--- src/rtl/rc_cycle_counter.sv ---
// Saturating up-counter with synchronous clear and count enable.
// Clear has priority over enable; the count sticks at all-ones.
module rc_cycle_counter #(
    parameter int W = 16
) (
    input  logic         clk,
    input  logic         reset,
    input  logic         clr,
    input  logic         en,
    output logic [W-1:0] count
);

    // Count up while enabled, never wrapping past all-ones.
    always_ff @(posedge clk or negedge reset) begin
        if (!reset)
            count <= '0;
        else if (clr)
            count <= '0;
        else if (en && (count != '1))
            count <= count + W'(1);
    end

endmodule

--- config.mk ---
export PLATFORM = sky130hd
export DESIGN_NAME = rc_cycle_counter
export DESIGN_NICKNAME = d
export VERILOG_FILES = /design/src/rtl/rc_cycle_counter.sv
export SDC_FILE = /design/constraint.sdc
export NUM_CORES = 1
export LEC_CHECK = 0
export ABC_AREA = 0
export CAP_MARGIN = 20
export CELL_PAD_IN_SITES_DETAIL_PLACEMENT = 1
export CELL_PAD_IN_SITES_GLOBAL_PLACEMENT = 1
export CORE_MARGIN = 2
export CORE_UTILIZATION = 37
export DETAILED_ROUTE_END_ITERATION = 8
export GPL_TIMING_DRIVEN = 0
export PLACE_DENSITY = 0.86
export SLEW_MARGIN = 20
export SYNTH_ARGS = -nofsm -noshare
export SYNTH_HDL_FRONTEND = slang
export SYNTH_SLANG_ARGS = --single-unit
export TNS_END_PERCENT = 20
--- constraint.sdc ---
create_clock -name clk -period 2.4 [get_ports clk]
set_input_delay 0.6 -clock clk [delete_from_list [all_inputs] [get_ports clk]]
set_output_delay 0.6 -clock clk [all_outputs]
set_load 0.02 [all_outputs]
==> reports/summary.md <==
The logs give 0.307 for the fraction of power consumed by the clock network and 2740 um for the total routed wirelength. The static leakage was 0.462 nW; the boundary pin count was 20. Synthesis inferred 16 register bits.

The antenna cell count was 0; the final count of hold timing violations was 0. Entering global routing, the biggest net connects 17 pins. The post-cts repair resize count came out at 0. The number of nets in the synthesized netlist is 103, and the total power divided by cell area is 383 mW/mm2. The initial antenna violation count is 0. In this run, the number of DRC markers left after iteration 0 of detailed routing was 7. Yosys attributes the largest share of cell area to sky130_fd_sc_hd__dfrtp_1, sky130_fd_sc_hd__a21oi_1, sky130_fd_sc_hd__o31ai_1, sky130_fd_sc_hd__mux2_1, sky130_fd_sc_hd__nand4_1. TritonCTS built the clock tree.

For the finished layout, the period the worst path requires is 2.21 ns. The final cycle utilization of the critical path was 0.923. In this run the most critical hold path is launched from count[10]$_DFFE_PN0P_. The hold buffer count at CTS was 0.

The floorplan step defined a die boundary enclosing 0.00297 mm2. Register-to-register setup slack: 0.29 ns. The tool flagged a number of max-cap violations equal to 0. For the pin with the worst max-slew slack, the measured transition is 0.779 ns. At the worst endpoint, the arrival time is 2.42 ns. Setup violations remaining at the end of the flow were counted as 0. The tools report the total number of placement rows as 18. The run gives 902 as the overall via count from detail_route.

The logs give 0.479 for the normalized max-slew margin and 0.425 for the sequential cell area fraction in the yosys report. Internal power comes to 0.344 mW. The placeable core area is 0.00245 mm2. The cell count after synthesis was 98; the total congestion overflow was 0.

The placement-stage cell area came out at 0.00117 mm2. The launch point of the worst reg-to-reg path was count[0]$_DFFE_PN0P_. The count of input and output buffers was 19; the combinational share of power was 0.089. The largest registers in the layout are count x16. At the worst endpoint, the required time is 2.60 ns. No sink is reached through more buffers than the 2 on the longest clock path.

The path type of the worst setup path is in -> reg. The share of synthesized registers carrying an async set or reset was 1.00; the switching part of the total was 0.246. The H-tree depth is 1, and the clock net sink count is 16. Including well taps, the total number of placed cells is 147. For this run, the number of Yosys warnings is 0. In the routed design, unresolved DRC markers number 0.

From bottom edge to top edge, the die measures 54.5 um. The fraction of synthesized cell area taken by the top area cell type works out to 0.425. Counting flops with a built-in enable in the synthesized netlist gives 0.

The horizontal extent of the die is 54.5 um, and the number of cells on the worst hold path is 2. The logs give 0.604 for the sequential cell fraction of total power and 1980 um for the half-perimeter wire length after detailed placement. The tools report the reg-to-reg endpoint as count[15]$_DFFE_PN0P_.

The average cell area after synthesis is 9.61 um2. In this run the power spent charging and discharging nets is 0.113 mW. The worst hold path terminates at count[10]$_DFFE_PN0P_. The remaining number of nets flagged by the antenna check after routing was 0; the ratio of routed vias to standard cells was 6.01. Kind of end point of the critical path: a flop. The worst setup path is launched from an input port. In this run the worst setup path begins at en. The cell sitting at the root of the clock tree is a sky130_fd_sc_hd__clkbuf_4.

The global-route usage over all layers was 0.219; the design area was 0.00119 mm2. Setup repair after global routing left no endpoint under its margin. The later-pin clock latency in the skew report is 0.28 ns. The fraction of layout cells with a size suffix above 1 is 0.108. Routability-driven placement finished with a final weighted congestion of 0.762. The number of clock buffers added by TritonCTS is 3. Compared with the post-synthesis result, the final layout area differs by 26.6%. The biggest area contributor in the post-synthesis netlist is sky130_fd_sc_hd__dfrtp_1. The worst register-to-register path has a depth of 5. Maximum VDD drop: 0.000199 V. The run finished with clean final reports. The leading register cell type out of synthesis was sky130_fd_sc_hd__dfrtp_1.

After clock tree synthesis, the clock-pin slew on the worst setup and hold paths is 0.09 ns. The number of distinct library cells after synthesis is 28, and the flip-flop count of the largest register after layout is 16. Between clock sinks in the finished design, the worst skew comes to 0.00126 ns.

The path category of the worst min-delay check was reg -> reg. The run gives 127 as the layout net count. The final max-slew violation count was 0; the filler-free cell count of the finished design was 150.

In this run the worst path has a maximum fanout of 10. The routed length per placed instance is 18.3 um, and the first-pass GRT wire length is 4600 um. The mapped netlist covers 942 um2.

The post-CTS setup buffer count came out at 0. For the starting density of the core, the log shows 0.384. The tools report the final design utilization as 0.486. The largest register by flop count was count. The logs give 985 for the via count of the first global-routing pass and 4 for the number of optimization iterations in the first detailed-route pass.

The tools report the top achievable clock speed as 452 MHz.
power by group through the flow:
stage	Clock, mW	Sequential, mW	Combinational (mW)
global route	0.158	0.276	0.0453
global placement	0	0.281	0.0394
CTS	0.146	0.276	0.0415
finish	0.140	0.276	0.0409
floorplan	0	0.283	0.0152
detailed placement	0	0.281	0.0413
logic make-up after synthesis:
group	synth area share
fa+ha+maj	0.0133
mux	0.0478
compound gates	0.162
buf+inv	0.0398
simple gates	0.312
flops	0.425
through the flow:
step | hold slack (ns) | total power, mW | setup WS [ns] | TNS [ns]
floorplan | 0.304 | 0.298 | 0.517 | 0
global placement | 0.583 | 0.320 | 0.0112 | 0
detailed placement | 0.604 | 0.322 | -0.109 | -0.501
CTS | 0.617 | 0.463 | 0.197 | 0
global route | 0.634 | 0.480 | 0.0964 | 0
finish | 0.611 | 0.457 | 0.185 | 0
worst max-delay path: stages:
cell and delay (ns):
sky130_fd_sc_hd__clkdlybuf4s50_1 0.47, sky130_fd_sc_hd__inv_1 0.14, sky130_fd_sc_hd__clkbuf_1 0.38, sky130_fd_sc_hd__clkbuf_1 0.46, sky130_fd_sc_hd__o31ai_1 0.20, sky130_fd_sc_hd__a21oi_1 0.17
cells in the mapped netlist (3+ instances only):
cell type                  count
sky130_fd_sc_hd__o21ai_1       3
sky130_fd_sc_hd__or4_1         5
sky130_fd_sc_hd__nand2_1       6
sky130_fd_sc_hd__o31ai_1       7
sky130_fd_sc_hd__nor2b_1       4
sky130_fd_sc_hd__mux2_1        4
sky130_fd_sc_hd__clkbuf_1      4
sky130_fd_sc_hd__nor4_1        4
sky130_fd_sc_hd__dfrtp_1      16
sky130_fd_sc_hd__a21oi_1      11
sky130_fd_sc_hd__nor2_1        4
sky130_fd_sc_hd__nand3_1       3
sky130_fd_sc_hd__nand4_1       6
sky130_fd_sc_hd__inv_1         3
layer usage:
metal,GRT usage,vias to the layer above,wire (um)
li1,-,428,-
met1,0.271,456,1180
met2,0.400,16,1470
met3,0.0246,2,77
met4,0.0625,0,10
met5,0,-,0
final cells by class:
class                           count  area, um2
Buffer                              5       26.3
Sequential cell                    16        400
Clock buffer                        3       22.5
Fill cell                         290       1260
Tap cell                           30       37.5
Multi-Input combinational cell     74        504
Timing Repair Buffer               19        190
Inverter                            3       11.3
cell usage in the layout, fill, tap and decap left out:
cell type	synthesis	routed
sky130_fd_sc_hd__and3_1	2	2
sky130_fd_sc_hd__or4_1	5	5
sky130_fd_sc_hd__inv_1	3	3
sky130_fd_sc_hd__and4_2	2	2
sky130_fd_sc_hd__nand3_1	3	3
sky130_fd_sc_hd__clkbuf_1	4	4
sky130_fd_sc_hd__nor4_4	1	1
sky130_fd_sc_hd__or3_1	2	2
sky130_fd_sc_hd__a211oi_2	1	1
sky130_fd_sc_hd__nand4_1	6	6
sky130_fd_sc_hd__ha_1	1	1
sky130_fd_sc_hd__mux2_1	4	4
sky130_fd_sc_hd__or3_2	1	1
sky130_fd_sc_hd__clkbuf_4	0	3
sky130_fd_sc_hd__o21ai_1	3	3
sky130_fd_sc_hd__nor3_1	1	1
sky130_fd_sc_hd__buf_6	1	1
sky130_fd_sc_hd__nor2_1	4	4
sky130_fd_sc_hd__o21ai_0	1	1
sky130_fd_sc_hd__o211ai_2	1	1
sky130_fd_sc_hd__nor2b_1	4	4
sky130_fd_sc_hd__o31ai_1	7	7
sky130_fd_sc_hd__clkdlybuf4s50_1	0	19
sky130_fd_sc_hd__or4_2	2	2
sky130_fd_sc_hd__nand2_1	6	6
sky130_fd_sc_hd__a21oi_1	11	11
sky130_fd_sc_hd__nor4_1	4	4
sky130_fd_sc_hd__nand4_2	1	1
sky130_fd_sc_hd__dfrtp_1	16	16
sky130_fd_sc_hd__nand3b_1	1	1
worst max path at each step:
stage                                 end  cells past startpoint
finish              count[14]$_DFFE_PN0P_                      6
global route        count[14]$_DFFE_PN0P_                      6
CTS                 count[14]$_DFFE_PN0P_                      6
detailed placement  count[14]$_DFFE_PN0P_                      6
global placement     count[3]$_DFFE_PN0P_                      5
floorplan           count[15]$_DFFE_PN0P_                      5
(Power assumes the default switching activity.)
